==> src/rtl/icache_pkg.sv <==
// Shared constants and state encoding for the direct-mapped instruction cache.
// Imported by icache and icache_array.
package icache_pkg;

  localparam int unsigned ICACHE_INDEX_BITS = 6;

  typedef enum logic [1:0] {
    IDLE  = 2'd0,
    MISS  = 2'd1,
    DRAIN = 2'd2
  } icache_state_t;

endpackage

==> src/rtl/icache_array.sv <==
// Line storage for the instruction cache: valid/tag/data per line.
// Combinational read by index, synchronous write, synchronous valid clear on reset.
module icache_array
  import icache_pkg::*;
#(
  parameter int unsigned INDEX_BITS = ICACHE_INDEX_BITS
) (
  input  logic                    clk_in,
  input  logic                    rst_in,
  input  logic [INDEX_BITS-1:0]   rd_index,
  output logic                    rd_valid,
  output logic [29-INDEX_BITS:0]  rd_tag,
  output logic [31:0]             rd_data,
  input  logic                    wr_en,
  input  logic [INDEX_BITS-1:0]   wr_index,
  input  logic [29-INDEX_BITS:0]  wr_tag,
  input  logic [31:0]             wr_data
);

  localparam int unsigned LINES = 1 << INDEX_BITS;

  logic [LINES-1:0]          valid;
  logic [29-INDEX_BITS:0]    tag_mem  [LINES];
  logic [31:0]               data_mem [LINES];

  assign rd_valid = valid[rd_index];
  assign rd_tag   = tag_mem[rd_index];
  assign rd_data  = data_mem[rd_index];

  always_ff @(posedge clk_in) begin
    if (rst_in) begin
      valid <= '0;
    end else if (wr_en) begin
      valid[wr_index] <= 1'b1;
    end
  end

  // Tag and data are left uninitialised; valid alone qualifies them.
  always_ff @(posedge clk_in) begin
    if (!rst_in && wr_en) begin
      tag_mem[wr_index]  <= wr_tag;
      data_mem[wr_index] <= wr_data;
    end
  end

endmodule

==> src/rtl/icache.sv <==
// Direct-mapped, one-word-per-line instruction cache between ifetch and the
// memory controller; FSM handles hits, misses and redirect-cancelled misses.
module icache
  import icache_pkg::*;
#(
  parameter int unsigned INDEX_BITS = ICACHE_INDEX_BITS
) (
  input  logic        clk_in,
  input  logic        rst_in,
  input  logic        rdy_in,
  input  logic        to_icache,
  input  logic [31:0] pc_to_icache,
  output logic        have_result,
  output logic [31:0] inst_from_icache,
  input  logic        clear,
  output logic        mem_req,
  output logic [31:0] mem_addr,
  input  logic        mem_ready,
  input  logic [31:0] mem_data
);

  localparam int unsigned TAG_BITS = 30 - INDEX_BITS;

  icache_state_t         state;
  logic [INDEX_BITS-1:0] rd_index;
  logic [TAG_BITS-1:0]   pc_tag;
  logic [INDEX_BITS-1:0] miss_index;
  logic [TAG_BITS-1:0]   miss_tag;
  logic                  rd_valid;
  logic [TAG_BITS-1:0]   rd_tag;
  logic [31:0]           rd_data;
  logic                  hit;
  logic                  fill_en;
  logic                  unused_pc_bits;

  assign rd_index       = pc_to_icache[INDEX_BITS+1:2];
  assign pc_tag         = pc_to_icache[31:INDEX_BITS+2];
  assign unused_pc_bits = ^pc_to_icache[1:0];
  assign hit            = rd_valid && (rd_tag == pc_tag);

  // Fill happens in MISS and DRAIN alike; a redirect only suppresses delivery.
  assign fill_en = rdy_in && mem_ready && ((state == MISS) || (state == DRAIN));

  icache_array #(
    .INDEX_BITS(INDEX_BITS)
  ) u_array (
    .clk_in   (clk_in),
    .rst_in   (rst_in),
    .rd_index (rd_index),
    .rd_valid (rd_valid),
    .rd_tag   (rd_tag),
    .rd_data  (rd_data),
    .wr_en    (fill_en),
    .wr_index (miss_index),
    .wr_tag   (miss_tag),
    .wr_data  (mem_data)
  );

  always_ff @(posedge clk_in) begin
    if (rst_in) begin
      state            <= IDLE;
      have_result      <= 1'b0;
      inst_from_icache <= '0;
      mem_req          <= 1'b0;
      mem_addr         <= '0;
      miss_index       <= '0;
      miss_tag         <= '0;
    end else if (rdy_in) begin
      have_result <= 1'b0;
      case (state)
        IDLE: begin
          if (to_icache && !clear) begin
            if (hit) begin
              have_result      <= 1'b1;
              inst_from_icache <= rd_data;
            end else begin
              miss_index <= rd_index;
              miss_tag   <= pc_tag;
              mem_req    <= 1'b1;
              mem_addr   <= {pc_to_icache[31:2], 2'b00};
              state      <= MISS;
            end
          end
        end
        MISS: begin
          if (mem_ready) begin
            mem_req <= 1'b0;
            state   <= IDLE;
            if (!clear) begin
              have_result      <= 1'b1;
              inst_from_icache <= mem_data;
            end
          end else if (clear) begin
            state <= DRAIN;
          end
        end
        DRAIN: begin
          if (mem_ready) begin
            mem_req <= 1'b0;
            state   <= IDLE;
          end
        end
        default: state <= IDLE;
      endcase
    end
  end

endmodule

==> config.mk <==
export PLATFORM = sky130hd
export DESIGN_NAME = icache
export DESIGN_NICKNAME = d
export VERILOG_FILES = /design/src/rtl/icache_pkg.sv /design/src/rtl/icache_array.sv /design/src/rtl/icache.sv
export SDC_FILE = /design/constraint.sdc
export NUM_CORES = 2
export LEC_CHECK = 0
export BUFFER_PORTS_ARGS = -buffer_cell sky130_fd_sc_hd__buf_2
export CORE_MARGIN = 2
export CORE_UTILIZATION = 55
export CTS_CLUSTER_DIAMETER = 50
export CTS_CLUSTER_SIZE = 28
export DETAILED_ROUTE_END_ITERATION = 16
export GPL_TIMING_DRIVEN = 1
export PLACE_DENSITY = 0.83
export SYNTH_ARGS = -nofsm -noshare
export SYNTH_HDL_FRONTEND = slang
export SYNTH_SLANG_ARGS = --single-unit
==> constraint.sdc <==
create_clock -name clk_in -period 13.2 [get_ports clk_in]
set_input_delay 2.64 -clock clk_in [delete_from_list [all_inputs] [get_ports clk_in]]
set_output_delay 2.64 -clock clk_in [all_outputs]
set_load 0.05 [all_outputs]
Word-level counts from Yosys, hierarchy flattened
Memories as Yosys holds them, arrays and structs flattened.
Index checks and enable logic that the tools add are counted.
Operators by class
  magnitude comparators: 3
  equality and inequality tests: 11
  mux-type cells: 26
  bitwise gates (word level): 2
  reduce and logical (&&, ||, !) cells: 17
Operators by type and width (number)
  32-bit two-way mux: 4
  64-bit OR: 1
  32-bit one-hot mux with 2 select lines: 1
  24-bit == test: 1
  6-bit by 7-bit < comparator with 1-bit output, second input constant: 2
  2-bit inequality test, second input constant: 6
  1-bit two-way mux: 11
  2-bit two-way mux: 5
  5-bit AND reduction: 2
  1-bit binary-select mux with 6-bit select: 1
  1-bit demux with 6-bit select: 1
  6-bit by 1-bit greater-or-equal comparator with 1-bit output, second input constant: 1
  1-bit logical AND: 6
  2-bit one-hot mux with 3 select lines: 1
  6-bit AND reduction: 1
  1-bit one-hot mux with 2 select lines: 2
  4-bit AND reduction: 1
  2-bit nonzero test: 2
  3-bit inequality test, second input constant: 1
  2-bit by 1-bit == test with 1-bit output, second input constant: 1
  2-bit == test, second input constant: 1
  1-bit zero test: 2
  2-bit zero test: 1
  2-bit by 1-bit inequality test with 1-bit output, second input constant: 1
  3 further kinds: 3
Storage, ports and cells
  flip-flop bits (word level): 160
  memory bits (writable): 3584
  input port bits: 70
  output and inout bits: 66
  logic and storage cells: 69
  memories kept: 2
Memories
  u_array.data_mem: words 64, bits a word 32, rd ports 1, clocked after memory_dff 0, write ports 1, RTL line icache_array.sv:24  | logic [31:0] data_mem [LINES];
  u_array.tag_mem: words 64, bits a word 24, rd ports 1, clocked after memory_dff 0, write ports 1, RTL line icache_array.sv:23  | logic [29-INDEX_BITS:0] tag_mem [LINES];

Logic depth before layout (Yosys ltp)
  word-level depth: 6
  mapped depth: 19
  depth with buffers taken out: 11

Hierarchy
From an unflattened synthesis, not the netlist that was laid out.
Unflattened totals
  cells, all modules: 6348
  area total of the unflattened synthesis: 141873.6 µm²
Modules (own cells, without submodules)
  icache_array: instances 1, cells an instance 6025, area each 138600.4 µm², sequential area each 108904.4 µm²
  icache: instances 1, cells an instance 323, area each 3273.1 µm², sequential area each 1321.3 µm²

Least setup slack after synthesis
OpenSTA, ideal clock, no wires.
  kind: input-to-reg
  from: input port rst_in
  to: memory u_array.data_mem[14][0] (enable)
  setup time: 0.470 ns
  data arrival time: 6.004 ns
  data required time: 12.730 ns
  slack: 6.726 ns
  stages on the path: 6
  buffers on the path: 2
  cells stage by stage: clkbuf_1 nand4b_1 nor2_1 nand3_1 clkbuf_1 nor2_1
Between the ends
  word-level cells in the longest chain between the ends: 4
RTL lines
  start: declaration: RTL line icache.sv:9  | input logic rst_in,
  1-bit zero test: RTL line icache_array.sv:40  | if (!rst_in && wr_en) begin
  1-bit logical AND: RTL line icache_array.sv:40
  1-bit two-way mux: RTL line icache_array.sv:40
  1-bit two-way mux (not written as such): RTL line icache_array.sv:42  | data_mem[wr_index] <= wr_data;
  end: declaration: RTL line icache_array.sv:24
No other way between the ends.

Final worst setup path
  from: input port pc_to_icache[6]
  to: register inst_from_icache[31]
Between the ends
  word-level cells in the longest chain between the ends: 5
  elaborated cells between the ends (all ways): 11
  classes of those cells: 2 x eq/ne; 5 x mux; 2 x reduce/logical; 2 x memory
RTL lines
  start: declaration: RTL line icache.sv:12  | input logic [31:0] pc_to_icache,
  memory 64 x 24 bit or 1-bit binary-select mux with 6-bit select (tied branches)
  24-bit == test or 1-bit two-way mux (tied branches): RTL line icache.sv:39, icache_array.sv:26
  1-bit logical AND: RTL line icache.sv:39  | assign hit = rd_valid && (rd_tag == pc_tag);
  2-bit inequality test (no line)
  6-bit AND reduction (no line)
  end signal: assignment: RTL line icache.sv:75  | inst_from_icache <= rd_data;
  end signal: assignment: RTL line icache.sv:91  | inst_from_icache <= mem_data;
  end: declaration: RTL line icache.sv:14  | output logic [31:0] inst_from_icache,
Several ways; a longest one is shown, not always the timed one. The select of a mux whose other input is x is not followed.
A chain may end at the register's enable or synchronous reset.

==> metrics.md <==
| Metric | Value |
|---|---|
| Fraction of registers with async set/reset | 0% |
| # port buffers | about 130 |
| Synthesized cell area | 143,000 µm² |
| Initial DRC count | 17,000 |
| Post-layout util | about 61% |
| Largest cells by area after synthesis | edfxtp_1 75%, mux4_2 14%, mux2i_1 2.3% |
| Sequential share of power | around 57% |
| Clock Pin Slew Worst Setup and Hold Paths | about 90 ps |
| Slew HR | -7.00% |
| Area grow syn2layout | 9.85% |
| Max Fclk | roughly 0.11 GHz |
| Hold_buf cts | 0 |
| Worst Path Required | roughly 14,000 ps |
| DR vias | about 78,000 |
| Worst slew pin tran | 1600 ps |
| Number of global-route vias before repair | ~76,000 |
| Type of the worst min-delay path | reg -> reg |
| Share of cells above drive strength 1 | between 20% and 30% |
| Min cycle time layout | slightly above 9000 ps |
| Detail Placement HPWL | 223,000 µm |
| Crit Reg-Reg Startpoint | u_array.tag_mem[34][5] |
| Non-filler cells in the finished layout | between 10,000 and 15,000 |
| Die Area | 263,000 µm² |
| DRC | 0 |
| Final period util | 69.6% |
| Clk_skew | around 83 ps |
| Worst-Skew Late Latency | approximately 970 ps |
| Area leader, netlist | edfxtp_1 |
| Starting density of the core | approximately 55% |
| Final Slew Violations | 4 |
| CTS Sinks | 3,714 |
| CP Class | in -> reg |
| Final GP Congestion | between 0.8 and 0.9 |
| Hold_sp | u_array.valid[12] |
| FP Rows | 186 |
| Via density | approximately 7.6 |
| Top cell type's share of synthesized area | 75.5% |
| Synthesized flop and latch total | around 3,700 |
| Max FO, Critical Path | 32 |
| CTS tree | built |
| Critical path startpoint | pc_to_icache[6] |
| Failing checks | capacitance limit, slew limit |
| Pwr Density | ~140 nW/µm² |
| WL final | between 400,000 and 500,000 µm |
| Critical Path Sink Type | flop |
| Lkg Pwr | between 40 and 50 nW |
| Max H-tree Level | 4 |
| Setup TNS | 0 ps |
| Synth unique cells | between 70 and 80 |
| Post-synthesis sequential area ratio | just under 80% |
| Syn avg cell area | around 22 µm² |
| Max-cap viol count | 2 |
| Ys Warns | 0 |
| Ys flop type | edfxtp_1 |
| Crit path max-delay cell type | nor4_4 |
| Router iterations before antenna repair | 8 |
| Worst R2R End | inst_from_icache[31] |
| Clk network pwr share | 37.8% |
| Clock root buffer | clkbuf_16 |
| Antenna viol nets, final | 0 |
| Gate count after technology mapping | ~6,400 |
| Placement Cell Area | 148,000 µm² |
| Overall global routing resource usage | between 30% and 40% |
| Grt ovf | 0 |
| Largest net degree at the start of global routing | 160 |
| Gates resized, CTS repair | 0 |
| Hold endpoint | u_array.valid[12] |
| Die height | approximately 500 µm |
| Post-Place Cells | approximately 9,800 |
| Crit path cell chain | buf_4 -> buf_4 -> buf_4 -> nand2_1 -> nor2_1 -> nand3_1 -> o2111ai_1 -> nor3b_1 -> xor2_1 -> nand2_1 -> or4b_1 -> nor4_4 -> nand3_4 -> a221oi_1 |
| Hold depth | 2 |
| First-pass GRT wire length | slightly above 600,000 µm |
| Status | finished with violations |
| CP Launch Type | input pin |
| Comb pwr share | 4.9% |
| Core Region | ~260,000 µm² |
| Final Hold Viols | 0 |
| RSZ-0062 raised after global routing | no |
| Critical path's most frequent cell | buf_4 |
| Switching Share | between 20% and 30% |
| Cell Int Power | between 0.015 and 0.02 W |
| R2R depth | 11 |
| Initial antenna violation count | 27 |
| P_sw | approximately 0.0053 W |
| Design area | roughly 160,000 µm² |
| WL/cell | between 40 and 50 µm |
| Clock buffer depth | 3 |
| Setup-failing EPs final | 0 |
| CTS buffer count | about 230 |
| VDD IR max | 0.000164 V |
| Max stage delay on crit path | ~910 ps |
| Top Ports | approximately 140 |
| Setup bufs post-CTS | 0 |
| Chip width | about 510 µm |
| Crit path DAT | around 10,000 ps |
| R2r setup slk | around 7100 ps |
| Nets@finish | roughly 6,700 |
| Post-synth EDFFs | 3,584 |
| Top-count cell post-synth | edfxtp_1 |
| Most frequent cells after synthesis | 3,584 x edfxtp_1, 904 x mux4_2, 325 x mux2i_1 |
[metrics by stage]
| stage | setup slack (ps) | hold WS (ps) | power [W] |
|---|---|---|---|
| after floorplan | 6730 | 449 | 0.0138 |
| after global placement | 3800 | 461 | 0.0141 |
| after detailed placement | 3610 | 464 | 0.0142 |
| after CTS | 4490 | 478 | 0.0224 |
| after global routing | 4160 | 495 | 0.0229 |
| final | 4010 | 480 | 0.0225 |
[power by group through the flow]
| stage | Combinational, W | Clock (W) | Sequential (W) |
|---|---|---|---|
| 2_1_floorplan | 0.000615 | 0 | 0.0132 |
| 3_3_place_gp | 0.000989 | 0 | 0.0132 |
| 3_5_place_dp | 0.00103 | 0 | 0.0132 |
| 4_1_cts | 0.00106 | 0.00849 | 0.0129 |
| 5_1_grt | 0.00111 | 0.00885 | 0.0129 |
| 6_report | 0.00109 | 0.00849 | 0.0129 |
[worst max path at each step]
stage	end	slack [ps]
after floorplan	u_array.data_mem[14][0]	6730
after global placement	inst_from_icache[31]	3800
after detailed placement	inst_from_icache[31]	3610
after CTS	inst_from_icache[31]	4490
after global routing	inst_from_icache[31]	4160
final	inst_from_icache[31]	4010
[critical path: cells and delay by family]
family,cells,cell delay (ps)
simple gates,8,4090
compound gates,2,890
buf+inv,3,1840
xor+xnor,1,290
[metal layers]
metal,global-route usage (%),up-vias,wire (µm)
li1,-,27600,-
met1,41.3,39100,132000
met2,51.4,8984,204000
met3,11.1,2141,72000
met4,22.0,22,37400
met5,0.511,-,352
[flip-flops by register name (all words and copies together), names as in the netlist]
register and cells:
mem_addr 2, inst_from_icache 32, u_array.tag_mem 1536, miss_tag 23
have_result 1, mem_req 1, u_array.data_mem 2048, state 2
u_array.valid 64, miss_index 5
[logic make-up (layout without fill, tap and decap cells)]
kind of cell | Yosys count | count (layout) | share of synthesized area [%]
DFF | 3714 | 3714 | 77.3
other | 1 | 18 | 0.00263
buffers and inverters | 458 | 849 | 1.51
AOI/OAI and AO/OA | 543 | 543 | 2.77
adders and majority gates | 3 | 3 | 0.0263
and+or+nand+nor | 443 | 443 | 1.50
muxes | 1250 | 1250 | 16.7
xor gates and xnor gates | 31 | 31 | 0.190
[cell usage in the layout (no fill, tap or decap), types with 22 or more instances in the layout]
cell / instances
a21oi_1: 58
a221oi_1: 26
a221oi_2: 30
a22oi_1: 135
buf_2: 124
buf_4: 197
clkbuf_16: 233
clkinv_4: 22
clkinv_8: 26
dfxtp_1: 106
dfxtp_2: 24
edfxtp_1: 3584
inv_1: 71
inv_6: 34
inv_8: 27
mux2i_1: 325
mux4_2: 904
nand2_1: 94
nand3_1: 80
nor2_1: 73
nor2_4: 65
o21ai_0: 47
o22ai_1: 141
[final cells by class]
cell class                      count  area (µm²)
Sequential cell                  3714      110000
Fill cell                       16100      101000
Multi-Input combinational cell   2272       30800
Clock buffer                      247        5910
Tap cell                         3384        4230
Clock inverter                    197        2870
Timing Repair Buffer              331        2280
Inverter                           74         288
Antenna cell                       16        40.0
No activity file was read; power rests on OpenSTA's default activity.
